File: config.mk
export PLATFORM = sky130hd
export DESIGN_NAME = instr_decoder
export DESIGN_NICKNAME = d
export VERILOG_FILES = /design/src/rtl/rv_decode_pkg.sv /design/src/rtl/instr_classify.sv /design/src/rtl/instr_decoder.sv
export SDC_FILE = /design/constraint.sdc
export NUM_CORES = 1
export LEC_CHECK = 0
export ABC_AREA = 1
export CAP_MARGIN = 40
export CORE_UTILIZATION = 43
export CTS_CLUSTER_SIZE = 10
export DETAILED_ROUTE_END_ITERATION = 8
export PLACE_DENSITY = 0.73
export SYNTH_ARGS = -nofsm -noshare
export SYNTH_HDL_FRONTEND = slang
export SYNTH_SLANG_ARGS = --single-unit
File: constraint.sdc
create_clock -name clk -period 1.6 [get_ports clk]
set_input_delay 0.24 -clock clk [delete_from_list [all_inputs] [get_ports clk]]
set_output_delay 0.24 -clock clk [all_outputs]
set_load 0.02 [all_outputs]
File: src/rtl/rv_decode_pkg.sv
// Shared RV32I decode definitions: opcode constants and the decoded entry record.
package rv_decode_pkg;

  localparam logic [6:0] OP_R      = 7'b0110011;
  localparam logic [6:0] OP_I      = 7'b0010011;
  localparam logic [6:0] OP_LOAD   = 7'b0000011;
  localparam logic [6:0] OP_STORE  = 7'b0100011;
  localparam logic [6:0] OP_BRANCH = 7'b1100011;
  localparam logic [6:0] OP_JAL    = 7'b1101111;
  localparam logic [6:0] OP_JALR   = 7'b1100111;
  localparam logic [6:0] OP_AUIPC  = 7'b0010111;
  localparam logic [6:0] OP_LUI    = 7'b0110111;

  typedef struct packed {
    logic        r_type;
    logic        i_type;
    logic        load;
    logic        store;
    logic        branch;
    logic        jal;
    logic        jalr;
    logic        auipc;
    logic        lui;
    logic        illegal;
    logic [4:0]  rd;
    logic [4:0]  rs1;
    logic [4:0]  rs2;
    logic [2:0]  funct3;
    logic [6:0]  funct7;
    logic [31:0] instr;
    logic [31:0] pc;
  } decoded_t;

endpackage

File: src/rtl/instr_classify.sv
// Combinational RV32I class decode: raw instruction + PC into a decoded_t.
module instr_classify
  import rv_decode_pkg::*;
(
  input  logic [31:0] instr_i,
  input  logic [31:0] pc_i,
  output decoded_t    dec_o
);

  logic [2:0] f3;
  logic [8:0] cls;
  logic       bad;

  assign f3 = instr_i[14:12];

  always_comb begin
    cls = 9'b0;
    bad = 1'b0;
    case (instr_i[6:0])
      OP_R:      cls = 9'b1_0000_0000;
      OP_I:      cls = 9'b0_1000_0000;
      OP_LOAD:   begin cls = 9'b0_0100_0000; bad = (f3 == 3'b011) || (f3[2:1] == 2'b11); end
      OP_STORE:  begin cls = 9'b0_0010_0000; bad = (f3 >= 3'b011); end
      OP_BRANCH: begin cls = 9'b0_0001_0000; bad = (f3[2:1] == 2'b01); end
      OP_JAL:    cls = 9'b0_0000_1000;
      OP_JALR:   begin cls = 9'b0_0000_0100; bad = (f3 != 3'b000); end
      OP_AUIPC:  cls = 9'b0_0000_0010;
      OP_LUI:    cls = 9'b0_0000_0001;
      default:   bad = 1'b1;
    endcase
  end

  // Illegal entries carry no class so the controller can never act on a bad opcode.
  always_comb begin
    dec_o = '0;
    {dec_o.r_type, dec_o.i_type, dec_o.load, dec_o.store, dec_o.branch,
     dec_o.jal, dec_o.jalr, dec_o.auipc, dec_o.lui} = bad ? 9'b0 : cls;
    dec_o.illegal = bad;
    dec_o.rd      = instr_i[11:7];
    dec_o.rs1     = instr_i[19:15];
    dec_o.rs2     = instr_i[24:20];
    dec_o.funct3  = f3;
    dec_o.funct7  = instr_i[31:25];
    dec_o.instr   = instr_i;
    dec_o.pc      = pc_i;
  end

endmodule

File: src/rtl/instr_decoder.sv
// Registered RV32I decoder with valid/ready and a 2-entry (main + skid) buffer.
// Optional trap-on-illegal halt enabled by INSTR_DECODER_ILLEGAL_TRAP_EN.
module instr_decoder
  import rv_decode_pkg::*;
#(
  parameter int ILEN = 32,
  parameter int XLEN = 32
) (
  input  logic            clk,
  input  logic            rst,
  input  logic            in_valid,
  output logic            in_ready,
  input  logic [ILEN-1:0] in_instr,
  input  logic [XLEN-1:0] in_pc,
  input  logic            flush,
  input  logic            illegal_clear,
  output logic            out_valid,
  input  logic            out_ready,
  output logic            r_type,
  output logic            i_type,
  output logic            load,
  output logic            store,
  output logic            branch,
  output logic            jal,
  output logic            jalr,
  output logic            auipc,
  output logic            lui,
  output logic [4:0]      rd,
  output logic [4:0]      rs1,
  output logic [4:0]      rs2,
  output logic [2:0]      funct3,
  output logic [6:0]      funct7,
  output logic [ILEN-1:0] out_instr,
  output logic [XLEN-1:0] out_pc,
  output logic            illegal,
  output logic            illegal_halt
);

  decoded_t in_dec, main_q, main_d, skid_q, skid_d;
  logic     main_vld_q, main_vld_d, skid_vld_q, skid_vld_d, halt_q, halt_d;
  logic     acc;

  instr_classify u_classify (
    .instr_i (in_instr),
    .pc_i    (in_pc),
    .dec_o   (in_dec)
  );

  // Skid full already implies main full, so ready never waits on out_ready.
  assign in_ready = !rst && !skid_vld_q && !halt_q;
  assign acc      = in_valid && in_ready;

  always_comb begin
    main_d     = main_q;
    main_vld_d = main_vld_q;
    skid_d     = skid_q;
    skid_vld_d = skid_vld_q;
    if (flush) begin
      main_d     = '0;
      main_vld_d = 1'b0;
      skid_d     = '0;
      skid_vld_d = 1'b0;
    end else if (!main_vld_q || out_ready) begin
      if (skid_vld_q) begin
        main_d     = skid_q;
        main_vld_d = 1'b1;
        skid_d     = '0;
        skid_vld_d = 1'b0;
      end else begin
        main_d     = acc ? in_dec : '0;
        main_vld_d = acc;
      end
    end else if (acc) begin
      skid_d     = in_dec;
      skid_vld_d = 1'b1;
    end
  end

`ifdef INSTR_DECODER_ILLEGAL_TRAP_EN
  // A new illegal acceptance wins over a coincident clear.
  always_comb begin
    halt_d = halt_q;
    if (!flush) begin
      if (acc && in_dec.illegal) halt_d = 1'b1;
      else if (illegal_clear)    halt_d = 1'b0;
    end
  end
`else
  logic unused_clear;
  assign unused_clear = illegal_clear;
  assign halt_d       = 1'b0;
`endif

  always_ff @(posedge clk) begin
    if (rst) begin
      main_q     <= '0;
      main_vld_q <= 1'b0;
      skid_q     <= '0;
      skid_vld_q <= 1'b0;
      halt_q     <= 1'b0;
    end else begin
      main_q     <= main_d;
      main_vld_q <= main_vld_d;
      skid_q     <= skid_d;
      skid_vld_q <= skid_vld_d;
      halt_q     <= halt_d;
    end
  end

  assign out_valid    = main_vld_q;
  assign r_type       = main_q.r_type;
  assign i_type       = main_q.i_type;
  assign load         = main_q.load;
  assign store        = main_q.store;
  assign branch       = main_q.branch;
  assign jal          = main_q.jal;
  assign jalr         = main_q.jalr;
  assign auipc        = main_q.auipc;
  assign lui          = main_q.lui;
  assign rd           = main_q.rd;
  assign rs1          = main_q.rs1;
  assign rs2          = main_q.rs2;
  assign funct3       = main_q.funct3;
  assign funct7       = main_q.funct7;
  assign out_instr    = main_q.instr;
  assign out_pc       = main_q.pc;
  assign illegal      = main_q.illegal;
  assign illegal_halt = halt_q;

endmodule
==> results_dict.tcl <==
set metrics [dict create \
    hpwl_um 11100 \
    grt.overflow.total 0 \
    netlist.area_leader.share_pct 48.7 \
    required_ns 1.36 \
    hp-class "in -> reg" \
    yosysTopAreaCell "dfxtp_1" \
    synth_edf_count 0 \
    firstDrtPassIters 5 \
    cts_max_level 4 \
    fin_area_sq_um 8860 \
    min_period_ns 1.49 \
    cts_setup_buffers 0 \
    async_flop_share_pct 0 \
    placed_area_sq_um 8360 \
    grt_max_degree 77 \
    syn_area_per_cell_sq_um 7.46 \
    slowest_delay_ns 0.35 \
    cts_tree "built" \
    status "completed" \
    drive_above_1_share_pct 12.3 \
    drc 0 \
    drv_slew 0 \
    gp_congestion 0.873 \
    cts.sinks 150 \
    syn_inst 826 \
    slowest_stage "dlygate4sd2_1" \
    multi_input_comb_area_sq_um 2600 \
    wl_per_cell_um 14.0 \
    die_area_sq_um 14800 \
    area_growth_pct 43.8 \
    drtAntennaViolNets 0 \
    portBuffers 169 \
    synth_area_leaders "dfxtp_1 49%, a21oi_1 11%, nand2_1 10%" \
    synth_cell_types 23 \
    hold_viol_final 0 \
    rsz0062_at_grt "false" \
    maxCapViolations 0 \
    die_width_um 122 \
    track_usage_pct 23.7 \
    start_kind "flop" \
    start_util_pct 44.2 \
    vias_per_cell 5.12 \
    leakagePower_nw 3.71 \
    syn_area_sq_um 6160 \
    end_kind "output port" \
    peakVddDrop_mv 0.741 \
    crit_chain "nor2_2 > dlygate4sd2_1" \
    arrival_ns 1.25 \
    fin_crit_sh_pct 93.1 \
    drt_iter0_drc 477 \
    core_area_sq_um 13900 \
    synthFlopType "dfxtp_1" \
    synth_fp_nets 896 \
    fillCellCount 1253 \
    antenna_found_initial 1 \
    register_area_sq_um 3000 \
    grt_pass1_wl_um 27500 \
    tns_ns 0 \
    worst-setup-path-type "reg -> out" \
    cts-buffers-inserted 17 \
    nets 1081 \
    yosysSeqAreaShare_pct 48.7 \
    ys_warn_count 0 \
    finalClockSkew_ns 0.00530 \
    ioPinCount 172 \
    totalWireLength_um 16900 \
    path_clk_slew_ns 0.06 \
    cts_root_buf "clkbuf_16" \
    cts_buffer_depth 2 \
    die_h_um 122 \
    worst-path-max-fanout 2 \
    placementRows 43 \
    synth_seq_cells 150 \
    clock_latency_ns 0.42 \
    finalSetupViolCount 0 \
    vias 6172 \
    grt_pass1_vias 5771 \
    power_density_nw_per_um2 979 \
    fmax_mhz 671 \
]
power breakdown:
group | internal, mW | leakage, nW | total [mW] | switching (mW)
Clock | 2.61 | 0.296 | 4.13 | 1.52
Combinational | 0.368 | 2.21 | 0.758 | 0.391
Sequential | 3.77 | 1.21 | 3.79 | 0.0202
Total | 6.75 | 3.71 | 8.68 | 1.93
Yosys cell counts, types with 2 or more instances:
master and number:
o31ai_1 6, buf_6 2, nand4_1 8, nand2_1 170, inv_1 19, dfxtp_1 150, o21ai_1 50, clkbuf_1 32
nor2_2 3, o21ai_0 11, buf_2 13, buf_4 37, nor3_1 3, a21oi_1 132, buf_1 4, inv_2 2
nor2_1 76, nand3_1 92, a31oi_1 12
metal layers:
layer | global-route usage, % | wire, um | part of all wire, %
met5 | 0 | 0 | 0
met4 | 10.7 | 436 | 2.6
met3 | 5.43 | 1070 | 6.3
met2 | 38.2 | 7620 | 45
met1 | 30.0 | 7800 | 46
kinds of logic (layout without fill, tap and decap cells):
family | after synthesis | in the layout | share of synthesized area [%]
other | 1 | 2 | 0.0609
DFF | 150 | 150 | 48.7
and+or+nand+nor | 354 | 354 | 24.0
buffers and inverters | 109 | 307 | 9.40
AOI/OAI and AO/OA | 212 | 212 | 17.8
worst max-delay path, delay by kind of cell (launching register included):
family / cells / cell delay, ns
buffers and inverters: 1 / 0.35
DFF: 1 / 0.33
and+or+nand+nor: 1 / 0.15
area by class of cell:
type                       count  share of cell area [%]
clock buffer                  24                    5.55
tap                          180                    2.54
inverter                      21                   0.889
antenna                        1                  0.0282
sequential                   150                    33.9
multi-input combinational    567                    29.4
timing repair buffer         254                    26.4
clock inverter                 8                    1.36
flip-flops by register name, indices dropped and copies added (netlist names), 2 cells and up:
signal / count
rd: 4
rs2: 4
skid_q: 74
out_pc: 32
funct3: 2
out_instr: 11
rs1: 4
funct7: 7
final timing paths:
kind	from	end	slack [ns]	depth (start not counted)
hold reg to reg	skid_q[98]	skid_q[98]	0.46	2
setup / recovery	skid_vld_q	in_ready	0.11	2
hold / removal	in_instr[10]	skid_q[87]	0.40	3
setup reg to reg	skid_vld_q	out_pc[31]	0.19	8
layout by cell type (no fill, tap or decap), drive strengths merged:
cell           synthesis  routed
clkdlybuf4s50          0      68
bufinv                 0       3
inv                   21      21
buf                   56      85
nand3                 92      92
nor3                   3       3
clkinvlp               0       2
nor2                  79      79
nand2                171     171
o31ai                  6       6
o21ai                 61      61
nand4                  8       8
clkbuf                32      24
a31oi                 12      12
conb                   1       1
a21oi                133     133
dlymetal6s2s           0       2
clkinv                 0       3
nor4                   1       1
dlygate4sd2            0      99
diode                  0       1
dfxtp                150     150
metrics by stage:
stage,instances,worst slack (ns),utilization (%),hold WS [ns],power [mW]
after floorplan,826,0.0438,-,0.394,4.21
after global placement,1172,-0.276,60.0,0.451,4.65
after global routing,1204,0.0260,63.6,0.406,8.97
after detailed placement,1172,-0.319,60.0,0.455,4.66
final,1205,0.110,63.6,0.399,8.68
after CTS,1204,0.000296,63.5,0.383,8.75
what timing repair did:
action,4_1_cts,5_1_grt
hold buffers,0,0
cloned,0,0
gates resized for setup,99,3
pin swaps,0,0
setup endpoints to repair,99,3
No activity file was read; power rests on OpenSTA's default activity.
